File: src/rtl/spi_master_ctrl.sv
// SPI mode-0 master: runs one address/rw byte, turnaround pulses and a data byte
// per start request, capturing the returned byte on reads.
module spi_master_ctrl #(
  parameter int unsigned width      = 8,
  parameter int unsigned addr_width = 7,
  parameter int unsigned clk_div    = 2,
  parameter int unsigned gap_cycles = 3
) (
  input  logic                  clk,
  input  logic                  reset,
  input  logic                  start,
  input  logic                  rw,
  input  logic [addr_width-1:0] addr,
  input  logic [width-1:0]      wdata,
  output logic                  busy,
  output logic                  done,
  output logic [width-1:0]      rdata,
  output logic                  cs_pin,
  output logic                  sclk_pin,
  output logic                  mosi_pin,
  input  logic                  miso_pin
);

  localparam int unsigned AbW  = addr_width + 1;
  localparam int unsigned DivW = (clk_div > 1) ? $clog2(clk_div) : 1;
  localparam int unsigned MaxA = (AbW > width) ? AbW : width;
  localparam int unsigned MaxN = (gap_cycles > MaxA) ? gap_cycles : MaxA;
  localparam int unsigned CntW = $clog2(MaxN);

  typedef enum logic [2:0] {
    StIdle,
    StSetup,
    StAddr,
    StTurn,
    StData,
    StHold,
    StDone
  } state_e;

  state_e          state_q, state_d;
  logic [DivW-1:0] div_q, div_d;
  logic            phase_q, phase_d;  // 0: low half of a pulse, 1: high half
  logic [CntW-1:0] bit_q, bit_d;
  logic [AbW-2:0]  tx_q, tx_d;        // address-byte bits still to go after the current one
  logic [width-1:0] wdata_q, wdata_d;
  logic            rw_q, rw_d;
  logic [width-1:0] rx_q, rx_d;
  logic [width-1:0] rdata_q, rdata_d;
  logic            busy_q, busy_d;
  logic            done_q, done_d;
  logic            cs_q, cs_d;
  logic            sclk_q, sclk_d;
  logic            mosi_q, mosi_d;

  logic tick;
  logic pulse_last;

  assign tick = (div_q == DivW'(clk_div - 1));

  assign pulse_last = (state_q == StAddr) ? (bit_q == CntW'(AbW - 1)) :
                      (state_q == StTurn) ? (bit_q == CntW'(gap_cycles - 1)) :
                                            (bit_q == CntW'(width - 1));

  always_comb begin
    state_d = state_q;
    div_d   = div_q;
    phase_d = phase_q;
    bit_d   = bit_q;
    tx_d    = tx_q;
    wdata_d = wdata_q;
    rw_d    = rw_q;
    rx_d    = rx_q;
    rdata_d = rdata_q;
    busy_d  = busy_q;
    done_d  = 1'b0;
    cs_d    = cs_q;
    sclk_d  = sclk_q;
    mosi_d  = mosi_q;

    case (state_q)
      StIdle: begin
        div_d  = '0;
        busy_d = 1'b0;
        cs_d   = 1'b1;
        sclk_d = 1'b0;
        mosi_d = 1'b0;
        if (start) begin
          state_d = StSetup;
          tx_d    = {addr[addr_width-2:0], rw};
          wdata_d = wdata;
          rw_d    = rw;
          phase_d = 1'b0;
          bit_d   = '0;
          busy_d  = 1'b1;
          cs_d    = 1'b0;
          mosi_d  = addr[addr_width-1];
        end
      end

      StSetup: begin
        div_d = tick ? '0 : div_q + DivW'(1);
        if (tick) state_d = StAddr;
      end

      StAddr, StTurn, StData: begin
        div_d = tick ? '0 : div_q + DivW'(1);
        if (tick) begin
          if (!phase_q) begin
            // Rising sclk edge: this is also where the slave's bit is sampled.
            phase_d = 1'b1;
            sclk_d  = 1'b1;
            if (state_q == StData && rw_q) rx_d = {rx_q[width-2:0], miso_pin};
          end else begin
            phase_d = 1'b0;
            sclk_d  = 1'b0;
            if (!pulse_last) begin
              bit_d = bit_q + CntW'(1);
              if (state_q == StAddr) begin
                mosi_d = tx_q[AbW-2];
                tx_d   = {tx_q[AbW-3:0], 1'b0};
              end else if (state_q == StTurn) begin
                mosi_d = 1'b0;
              end else begin
                mosi_d  = ~rw_q & wdata_q[width-2];
                wdata_d = {wdata_q[width-2:0], 1'b0};
              end
            end else begin
              bit_d = '0;
              if (state_q == StAddr && gap_cycles > 0) begin
                state_d = StTurn;
                mosi_d  = 1'b0;
              end else if (state_q != StData) begin
                state_d = StData;
                mosi_d  = ~rw_q & wdata_q[width-1];
              end else begin
                state_d = StHold;
                mosi_d  = 1'b0;
              end
            end
          end
        end
      end

      StHold: begin
        div_d = tick ? '0 : div_q + DivW'(1);
        if (tick) begin
          state_d = StDone;
          cs_d    = 1'b1;
          done_d  = 1'b1;
          if (rw_q) rdata_d = rx_q;
        end
      end

      StDone: begin
        state_d = StIdle;
        div_d   = '0;
        busy_d  = 1'b0;
      end

      default: begin
        state_d = StIdle;
      end
    endcase
  end

  always_ff @(posedge clk) begin
    if (reset) begin
      state_q <= StIdle;
      div_q   <= '0;
      phase_q <= 1'b0;
      bit_q   <= '0;
      tx_q    <= '0;
      wdata_q <= '0;
      rw_q    <= 1'b0;
      rx_q    <= '0;
      rdata_q <= '0;
      busy_q  <= 1'b0;
      done_q  <= 1'b0;
      cs_q    <= 1'b1;
      sclk_q  <= 1'b0;
      mosi_q  <= 1'b0;
    end else begin
      state_q <= state_d;
      div_q   <= div_d;
      phase_q <= phase_d;
      bit_q   <= bit_d;
      tx_q    <= tx_d;
      wdata_q <= wdata_d;
      rw_q    <= rw_d;
      rx_q    <= rx_d;
      rdata_q <= rdata_d;
      busy_q  <= busy_d;
      done_q  <= done_d;
      cs_q    <= cs_d;
      sclk_q  <= sclk_d;
      mosi_q  <= mosi_d;
    end
  end

  assign busy     = busy_q;
  assign done     = done_q;
  assign rdata    = rdata_q;
  assign cs_pin   = cs_q;
  assign sclk_pin = sclk_q;
  assign mosi_pin = mosi_q;

endmodule
File: config.mk
export PLATFORM = sky130hd
export DESIGN_NAME = spi_master_ctrl
export DESIGN_NICKNAME = d
export VERILOG_FILES = /design/src/rtl/spi_master_ctrl.sv
export SDC_FILE = /design/constraint.sdc
export NUM_CORES = 1
export LEC_CHECK = 0
export CORE_MARGIN = 4
export CORE_UTILIZATION = 60
export CTS_BUF_LIST = sky130_fd_sc_hd__clkbuf_2 sky130_fd_sc_hd__clkbuf_4 sky130_fd_sc_hd__clkbuf_8
export DETAILED_ROUTE_END_ITERATION = 8
export PLACE_DENSITY = 0.85
export SYNTH_ARGS = -nofsm -noshare
export SYNTH_HDL_FRONTEND = slang
export SYNTH_SLANG_ARGS = --single-unit
File: constraint.sdc
create_clock -name clk -period 3.18 [get_ports clk]
set_clock_uncertainty 0.15 [all_clocks]
set_input_delay 0.954 -clock clk [delete_from_list [all_inputs] [get_ports clk]]
set_output_delay 0.954 -clock clk [all_outputs]
set_load 0.005 [all_outputs]
Word level (Yosys, flattened, before mapping)
Index checks and enable logic that the tools add are counted.
W data, S select, Z words.
{ "totals": {"register_bits": 45, "in_bits": 20, "out_inout_bits": 13, "word_cells": 112} }
{ "classes": {"addsub": 2, "eq_ne": 19, "muxes": 51, "bitwise": 5, "reduce_logical": 21} }
{ "ops": {"columns": ["operator", "n"], "rows": [
  ["$mux W8", 6],
  ["$mux W7", 5],
  ["$mux W3", 11],
  ["$ne A2 B2 Y1 const B", 10],
  ["$mux W1", 19],
  ["$pmux W8 S2", 1],
  ["$pmux W7 S2", 1],
  ["$eq A3 B3 Y1 const B", 4],
  ["$pmux W1 S2", 6],
  ["$pmux W3 S4", 1],
  ["$reduce_and A6 Y1", 2],
  ["$eq A3 B2 Y1 const B", 3],
  ["$reduce_and A3 Y1", 3],
  ["$reduce_and A4 Y1", 2],
  ["$reduce_bool A2 Y1", 4],
  ["$reduce_and A7 Y1", 1],
  ["$pmux W3 S2", 1],
  ["$reduce_and A2 Y1", 3],
  ["$reduce_or A5 Y1", 1],
  ["$reduce_or A2 Y1", 2],
  ["$add A3 B1 Y3 const B", 1],
  ["$eq A3 B1 Y1 const B", 1],
  ["$logic_not A3 Y1", 1],
  ["$ne A3 B3 Y1 const B", 1],
  ["5 further kinds", 8]
]} }

Longest topological paths before layout
{ "logic_depth": {"depth_word": 8, "mapped_depth": 7, "mapped_depth_nobuf": 6} }

Least setup slack after synthesis
OpenSTA, ideal clock, no wires.
{ "synth_timing": {"path_type": "input port to flip-flop", "start": "input start", "end": "register state_q[0]", "setup_ns": 0.124, "t_arrival_ns": 1.685, "required_time_ns": 2.906, "setup_slack_ns": 1.220, "cell_stages": 4, "path_buffers": 0, "cell_sequence": "or3b_1 > a21oi_1 > o221ai_1 > mux2i_1"} }
{ "synth_between": {"elab_chain_cells": 2} }
{ "synth_lines": {"columns": ["item", "line_no", "rtl"], "rows": [
  ["start: declaration", "11", "input logic start,"],
  ["$ne A2 B2 Y1 (no line)", null, null],
  ["$reduce_and A6 Y1 (no line)", null, null],
  ["end signal: assignment", "168", "state_q <= StIdle;"],
  ["end signal: assignment", "183", "state_q <= state_d;"],
  ["end: declaration", "40", "state_e state_q, state_d;"]
]} }
Every way passes these cells.
A chain may end at the register's enable or synchronous reset.

Worst setup path after layout
{ "layout_timing": {"start": "register sclk_q, in the netlist sclk_pin", "end": "output sclk_pin"} }
{ "layout_rtl": {"columns": ["item", "line_no", "rtl"], "rows": [
  ["start: declaration", "52", "logic sclk_q, sclk_d;"],
  ["start signal: assignment", "195", "sclk_q <= sclk_d;"],
  ["end: declaration", "19", "output logic sclk_pin,"]
]} }
No word-level cell between the ends.

==> impl_table.tex <==
\begin{tabular}{lr}
\hline
Metric & Value \\
\hline
\multicolumn{2}{l}{\textbf{Timing}} \\
\quad Setup repair after global routing missed its margin & false \\
\quad Min Clock Period, post-route & between 2 and 2.5 ns \\
\quad Min setup slack post-route & 0.820 ns \\
\quad Fin. Hold Viols & 0 \\
\quad Setup TNS & 0 ns \\
\quad Period utilization & about three quarters \\
\quad Final setup fails & 0 \\
\quad Max Fclk & about 420 MHz \\
\quad Max Transition Viols Final & 0 \\
\quad Worst rel slew slack & 52.0\% \\
\quad Pin slew with the least headroom to its limit & $\sim$0.72 ns \\
\multicolumn{2}{l}{\textbf{Floorplanning}} \\
\quad Die Height & around 68 um \\
\quad I/O pin count & 33 \\
\quad Overall die area & roughly 4700 um\^{}2 \\
\quad Core ar. & about 3400 um\^{}2 \\
\quad Rows & 21 \\
\quad Initial cell density of the core & 64.1\% \\
\quad Die width & 68.4 um \\
\multicolumn{2}{l}{\textbf{Cells and area}} \\
\quad Non-filler instance count after layout & slightly above 300 \\
\quad Final net count & 280 \\
\quad Most frequent standard cell in the layout excluding fill and tap cells & sky130\_fd\_sc\_hd\_\_dfxtp\_1 \\
\quad Number of fillers in the final layout & between 200 and 300 \\
\quad Share of final-layout standard cells stronger than drive strength 1 & around 7.4\% \\
\quad Area growth, synth to finish & 16.9\% \\
\quad Diode insertion count for antenna repair & 0 \\
\quad Most frequent cells in the layout & 45 x sky130\_fd\_sc\_hd\_\_dfxtp\_1, 37 x sky130\_fd\_sc\_hd\_\_nor2\_1, 32 x sky130\_fd\_sc\_hd\_\_clkdlybuf4s50\_1 \\
\multicolumn{2}{l}{\textbf{Yosys}} \\
\quad Post-synth top flop & sky130\_fd\_sc\_hd\_\_dfxtp\_1 \\
\quad Combined area of all synthesized cells & between 2000 and 2500 um\^{}2 \\
\quad Syn\_nets & $\sim$260 \\
\quad Number of synthesized register bits & 45 \\
\quad Number of distinct library cells after synthesis & 48 \\
\quad Async set-reset flop share out of synthesis & 0\% \\
\quad Number of enable-type register cells in the synthesized netlist & 0 \\
\quad YS warnings & 0 \\
\quad Post-Synthesis Mean Instance Area & just over 9 um\^{}2 \\
\quad Proportion of synthesized chip area in sequential cells & between 40\% and 50\% \\
\quad Gate Count Post-Synth & between 200 and 250 \\
\multicolumn{2}{l}{\textbf{Route}} \\
\quad Total wirelength of the detailed-routed design & roughly 4.3 mm \\
\quad Vias after detailed routing & 1771 \\
\quad Vias/cell & between 5 and 6 \\
\quad Antenna-violating nets left & 0 \\
\quad Wire length per cell & 14.1 um \\
\quad Number of DRC markers in iteration 0 & $\sim$150 \\
\quad Remaining design rule violation count & 0 \\
\quad Detailed Routing Iterations Pass 1 & 5 \\
\multicolumn{2}{l}{\textbf{Power}} \\
\quad Pwr dens & roughly 480 nW/um\^{}2 \\
\quad Leakage & about 1.1 nW \\
\quad Worst IR Drop VDD & around 0.00031 V \\
\multicolumn{2}{l}{\textbf{Worst setup path}} \\
\quad Setup crit end kind & primary output \\
\quad CP cell instances & clkdlybuf4s50\_1 \\
\quad Worst reg-to-reg path cell count & 4 \\
\quad Critical path's top delay family & buffers and inverters \\
\quad Buffering stage count on the worst path with inverters included & 1 \\
\quad Setup crit start kind & flip-flop \\
\quad Crit path max-delay cell type & sky130\_fd\_sc\_hd\_\_clkdlybuf4s50\_1 \\
\quad Arrival time at the worst endpoint & roughly 1.3 ns \\
\quad Depth of the critical timing path with buffers and inverters included & 1 \\
\quad Endpoint required time on the critical path & roughly 2.1 ns \\
\quad Delay of the slowest cell on the worst path & between 0.5 and 0.6 ns \\
\quad Worst Path Max Fanout & 3 \\
\quad Crit path kind & flip-flop to primary output \\
\multicolumn{2}{l}{\textbf{Global route}} \\
\quad Maximum number of pins on one net before global-route repair & 29 \\
\quad Initial antenna violation count & 0 \\
\quad Total Routing Usage GR & 20.2\% \\
\quad Number of global-route vias before repair & approximately 1600 \\
\quad Total grt overflow & 0 \\
\quad Global-route wire length before repair & roughly 7 mm \\
\multicolumn{2}{l}{\textbf{Clock network}} \\
\quad Num CTS Buffers & 5 \\
\quad Level count of the clock H-tree & 2 \\
\quad Clock-pin slew reported for the worst setup and hold paths after clock tree synthesis & between 0.1 and 0.15 ns \\
\quad Root cell of the clock tree & sky130\_fd\_sc\_hd\_\_clkbuf\_4 \\
\quad Number of gates given a new drive strength after cts & 0 \\
\quad Number of buffers on the longest clock path & 2 \\
\quad CTS tree & built \\
\quad Source-to-sink clock delay at the later pin of the worst-skew pair & 0.36 ns \\
\quad \# hold bufs at CTS & 0 \\
\quad Number of sinks on the clock net & 45 \\
\quad Post-CTS setup-driven buffer insertion count & 0 \\
\multicolumn{2}{l}{\textbf{Placed design}} \\
\quad Routability congestion estimate & between 0.8 and 0.9 \\
\quad Post-placement setup slack & around 0.57 ns \\
\quad Half-perimeter wire length after placement & between 2 and 3 mm \\
\quad Port-buffer cells & 32 \\
\quad Placed instance count & 296 \\
\multicolumn{2}{l}{\textbf{Status}} \\
\quad Outcome & complete, no violations \\
\multicolumn{2}{l}{\textbf{Min path}} \\
\quad Worst Hold Depth & 2 \\
\quad Worst min-delay path class & flip-flop to flip-flop \\
\multicolumn{2}{l}{\textbf{Job}} \\
\quad Number of max-cap violations & 0 \\
\hline
\end{tabular}
[synthesized netlist by cell type, types with 2 or more instances]
cell type / number / share of area (%)
sky130_fd_sc_hd__a211oi_1: 14 / 4.8
sky130_fd_sc_hd__a21o_1: 2 / 0.69
sky130_fd_sc_hd__a21oi_1: 15 / 3.4
sky130_fd_sc_hd__buf_1: 2 / 0.34
sky130_fd_sc_hd__buf_2: 9 / 2.1
sky130_fd_sc_hd__buf_6: 3 / 1.5
sky130_fd_sc_hd__clkbuf_1: 3 / 0.51
sky130_fd_sc_hd__dfxtp_1: 45 / 41
sky130_fd_sc_hd__ha_1: 3 / 1.7
sky130_fd_sc_hd__inv_1: 4 / 0.69
sky130_fd_sc_hd__mux2i_1: 30 / 14
sky130_fd_sc_hd__nand2_1: 5 / 0.86
sky130_fd_sc_hd__nand2b_1: 10 / 2.9
sky130_fd_sc_hd__nand3_1: 5 / 1.1
sky130_fd_sc_hd__nand4b_1: 6 / 2.4
sky130_fd_sc_hd__nor2_1: 37 / 6.3
sky130_fd_sc_hd__nor3b_1: 2 / 0.69
sky130_fd_sc_hd__o21a_1: 2 / 0.69
sky130_fd_sc_hd__o21ai_0: 4 / 0.91
sky130_fd_sc_hd__o31ai_1: 2 / 0.69
sky130_fd_sc_hd__o41ai_2: 2 / 1.5
sky130_fd_sc_hd__or3_1: 3 / 0.86
[stage by stage]
stage               utilization (%)  total power, mW  hold WS (ns)  instance area (um^2)
global placement               72.3            0.862         0.304                  2470
floorplan                         -            0.815         0.295                  2190
finish                         74.9             1.23         0.337                  2560
CTS                            74.9             1.23         0.338                  2560
global route                   74.9             1.29         0.367                  2560
detailed placement             72.3            0.868         0.318                  2470
[sequential cells by signal, summed over array words and instances, names as in the netlist, 3 cells and up]
name     cells
bit_q        3
rdata        8
rx_q         8
state_q      3
tx_q         7
wdata_q      8
[power by group]
group	total, mW	internal (mW)	switching [mW]
sequential	0.648	0.603	0.0446
clock	0.372	0.187	0.186
combinational	0.211	0.106	0.105
total	1.23	0.895	0.335
[worst paths after layout]
path                                 from  slack [ns]                      end
setup reg to reg  state_q[2]$_SDFFE_PP0P_        1.01     rx_q[7]$_SDFFE_PP0P_
hold reg to reg   wdata_q[0]$_SDFFE_PP0P_        0.34  wdata_q[0]$_SDFFE_PP0P_
setup / recovery    sclk_pin$_SDFFE_PP0P_        0.82                 sclk_pin
hold / removal    wdata_q[0]$_SDFFE_PP0P_        0.34  wdata_q[0]$_SDFFE_PP0P_
[area by class of cell]
cell class / instances / area (um^2) / share of cell area, %
well taps: 46 / 57.6 / 2.25
clock buffers: 6 / 51.3 / 2.01
clock inverters: 2 / 37.5 / 1.47
repair buffers: 35 / 343 / 13.4
multi-input cells: 166 / 1150 / 45.1
inverters: 4 / 15.0 / 0.587
flip-flops and latches: 45 / 901 / 35.2
[per-layer routing]
metal  vias up  GRT usage, %  wire, um
met5         -             0         0
met4         0          7.44        73
met3        10          5.42       198
met2        50          29.7      1920
met1       825          28.2      2090
li1        886             -         -
[cell families after synthesis]
kind of cell | after synthesis | share of synthesized area, %
adders and majority gates | 4 | 2.17
buffers and inverters | 23 | 6.17
AOI/OAI and AO/OA | 53 | 17.7
and+or+nand+nor | 79 | 19.1
DFF | 45 | 41.2
muxes | 30 | 13.7
(Power assumes the default switching activity.)
==> variant 1, RTL diff (same settings) <==
Register the output `rdata` once more, cleared by the reset; this adds one clock of latency there. The other outputs are not delayed to match.
--- a/src/rtl/spi_master_ctrl.sv
+++ b/src/rtl/spi_master_ctrl.sv
@@ -200,5 +200,11 @@
   assign busy     = busy_q;
   assign done     = done_q;
-  assign rdata    = rdata_q;
+  always_ff @(posedge clk) begin
+    if (reset) begin
+      rdata <= '0;
+    end else begin
+      rdata <= rdata_q;
+    end
+  end
   assign cs_pin   = cs_q;
   assign sclk_pin = sclk_q;
Formal check against the unedited RTL: no difference found for any inputs over 10 cycles, from zero or initial values and one cycle with reset high; that may be too few to reach the edited logic, so the function may still have changed.
==> variant 1 against the unedited design <==
  * Highest routed layer unchanged
  * Setup slack worse by 0.0099 ns
  * Critical path type is now primary input to flop
  * Largest cell class unchanged
  * Design area rose by 8.7%
  * Synthesized area grew 8.0%
  * Wire length grew 5.0%
  * Core utilization fell by 0.64 points
  * Sequential cell count is 8 higher
  * Total power grew 13%
==> variant 1: results (changes against the unedited design) <==
- Met2 wire len: 2090 um (+8.7%)
- Post-layout nets: 292 (+4.3%)
- Syn Inst Count: 245 (+4.7%)
- Root buf cell: clkbuf_8
- CP max FO: 6 (+3)
- Synth top area cells: dfxtp_1, mux2i_1, nor2_1
- Dpl ws: 0.479 ns (-0.0899 ns)
- Status: completed
- Vias in the first global route: 1,720 (+10%)
- Met1 usage: 0.252 (-0.0299)
- Synth Area in Compound Gates: 0.146 (-0.0311)
- Slew headroom: 0.499 (-0.0209)
- VDD IR max: 0.374 mV (+19%)
- Post-Synth XOR/XNOR Area: 0.00371 (+0.00371)
- Drt pass-1 iters: 4 (-1)
- Initial DRC count: 127 (-13%)
- Total Routing Usage GR: 0.189 (-0.0137)
- Synth cell count leaders: dfxtp_1, nor2_1, mux2i_1, a211oi_1, clkbuf_1
- CP arrival: 2.42 ns (+1.16 ns)
- Syn_nets: 268 (+4.3%)
- Via count: 1,807 (+2.0%)
- Post-synthesis sequential area ratio: 0.449 (+0.0373)
- Metal1 wirelength: 2170 um (+3.7%)
- Met2 Use GR: 0.298 (+0.000849)
- Share of cells above drive strength 1: 0.0926 (+0.0189)
- Final Non-Filler Cells: 318 (+4.6%)
- DP Area: 0.00267 sq mm (+8.0%)
- Cell total after placement: 310 (+4.7%)
- Routability cong.: 0.859 (+0.57%)
- First-pass GRT wire length: 7730 um (+7.7%)
- Slowest stage delay, CP: 0.57 ns (+0.05 ns)
- WL per Instance: 14.2 um (+0.35%)
- Largest net degree at the start of global routing: 39 (+34%)
==> variant 1: cells by family (layout without fill, tap and decap cells) <==
kind of cell / count (synthesis) / in the layout
compound gates: 47 / 47
xor+xnor: 1 / 1
fa+ha+maj: 3 / 3
buf+inv: 23 / 48
flops: 53 / 53
mux: 29 / 29
simple gates: 89 / 89
==> variant 1: cell type report <==
type	instances	area (sq um)
inverter	4	15.0
multi-input combinational	169	1180
clock inverter	3	43.8
sequential	53	1060
tap	48	60.1
clock buffer	5	68.8
timing repair buffer	36	345
fill	287	965
==> variant 1: worst paths after layout <==
kind	start	to	slack (ns)	cells after the start
min	rdata_q[4]	rdata[4]	0.32	1
min reg2reg	rdata_q[4]	rdata[4]	0.32	1
max reg2reg	state_q[1]	bit_q[0]	0.91	4
max	start	bit_q[0]	0.81	5
==> variant 1: power by group through the flow <==
stage	registers, uW	clock network (uW)	logic, uW
detailed placement	761	0	190
floorplan	732	0	158
global placement	760	0	184
CTS	746	466	191
finish	746	459	190
global route	754	491	212
==> variant 2, RTL diff (config.mk and constraints unchanged) <==
Made on the original files. Change the parameter `addr_width` from 7 to 8.
--- a/src/rtl/spi_master_ctrl.sv
+++ b/src/rtl/spi_master_ctrl.sv
@@ -3,5 +3,5 @@
 module spi_master_ctrl #(
   parameter int unsigned width      = 8,
-  parameter int unsigned addr_width = 7,
+  parameter int unsigned addr_width = 8,
   parameter int unsigned clk_div    = 2,
   parameter int unsigned gap_cycles = 3
Interface: changed (resized addr); port bits go from 33 to 34. The function was not compared with the original's and may differ.
==> variant 2 against the unedited design <==
  * Sequential cell count rose by 2
  * Wire length grew 19%
  * Design area increased by 8.2%
  * Count of clock-buffer cells in the layout fell by 1
  * Synthesized area up 5.3%
  * Die area increased by 4.6%
  * Setup slack worse by 0.34 ns
Power is not compared: it rests on default switching activity, and its combinational part moved more than twofold at a synthesized area within 25%.
==> variant 2: results (changes against the unedited design) <==
- Synth top area cells: dfxtp_1, mux2i_1, nor2_1
- Routability cong.: 0.812 (-4.9%)
- Initial DRC count: 183 (+25%)
- Synth cell count leaders: dfxtp_1, mux2i_1, nor2_1, a21oi_1, nand2_1
- Root buf cell: clkbuf_8
- Netlist cell types: 49 (+2.1%)
- Clock Latency Late Sink: 0.31 ns (-0.05 ns)
- Port Buffers: 33 (+3.1%)
- Status: completed
- First-pass GRT wire length: 8830 um (+23%)
- Initial Util: 0.624 (-0.0162)
- R2R cell count: 6 (+2)
- Vias in the first global route: 1,933 (+24%)
- Met1 usage: 0.291 (+0.00898)
- CP max FO: 13 (+10)
- Met2 Use GR: 0.345 (+0.0484)
- Hpwl dp: 3580 um (+20%)
- R2r setup slk: 0.69 ns (-0.32 ns)
- Hold slack: 0.350 ns (+0.0132 ns)
- Total Routing Usage GR: 0.219 (+0.0166)
- Slew headroom: 0.431 (-0.0882)
- Post-synthesis sequential area ratio: 0.408 (-0.00319)
- Clock slew at reported path FFs: 0.10 ns (-0.03 ns)
- Via count: 1,999 (+13%)
- Largest net degree at the start of global routing: 32 (+10%)
- Met3 Use GR: 0.0388 (-0.0153)
- CP arrival: 2.76 ns (+1.50 ns)
## variant 2: changes by cell type after synthesis, sizes merged, moves of 3 or more
cell,change
a211oi,-6
a311oi,+7
a31oi,+3
buf,-6
clkbuf,+5
mux2i,+3
nand2,+10
nand2b,-10
nand4b,-4
nor2,-4
nor2b,+3
nor3,+4
o21ai,+5
## variant 2: power breakdown
group	total [uW]	switching (uW)	leakage (uW)	internal [uW]
Sequential	794	97.4	0.000384	696
Clock	394	228	0.0000511	166
Combinational	624	336	0.000663	288
Total	1810	662	0.00110	1150
## variant 2: worst paths after layout
| check | from | to |
|---|---|---|
| worst min register to register | rdata[7] | rdata[7] |
| worst min-delay path | rdata[7] | rdata[7] |
| worst max register to register | state_q[1] | wdata_q[1] |
| worst max-delay path | start | wdata_q[1] |
## variant 2: cells by family after synthesis
logic type      share of synthesized area
flops                               0.408
simple gates                        0.175
fa+ha+maj                          0.0163
compound gates                      0.199
mux                                 0.150
buf+inv                            0.0505
## variant 2: worst max-delay path: stages
cell             delay [ns]
clkdlybuf4s50_1        0.53
nor2b_1                0.15
o21ai_0                0.17
a21oi_2                0.51
a21oi_1                0.15
a311oi_1               0.30
## variant 2: layer usage
metal	wire length (um)	share of wire
met1	2310	0.45
met2	2410	0.47
met3	287	0.056
met4	82	0.016
met5	0	0
## variant 2: stage by stage
| stage | std cells | utilization | total power, uW | instance area, sq um | setup slack, ns |
|---|---|---|---|---|---|
| after floorplan | 253 | - | 1240 | 2300 | 0.927 |
| after global placement | 325 | 0.724 | 1390 | 2670 | 0.293 |
| after detailed placement | 325 | 0.724 | 1420 | 2670 | 0.189 |
| after CTS | 333 | 0.750 | 1810 | 2770 | 0.511 |
| after global routing | 333 | 0.750 | 1920 | 2770 | 0.348 |
| final | 333 | 0.750 | 1810 | 2770 | 0.483 |
## variant 2: layout make-up
type                            instances  area, sq um  share of cell area
Clock buffer                            5         68.8              0.0249
Clock inverter                          3         28.8              0.0104
Inverter                                5         18.8             0.00678
Multi-Input combinational cell        183         1250               0.453
Sequential cell                        47          941               0.340
Tap cell                               48         60.1              0.0217
Timing Repair Buffer                   42          398               0.144
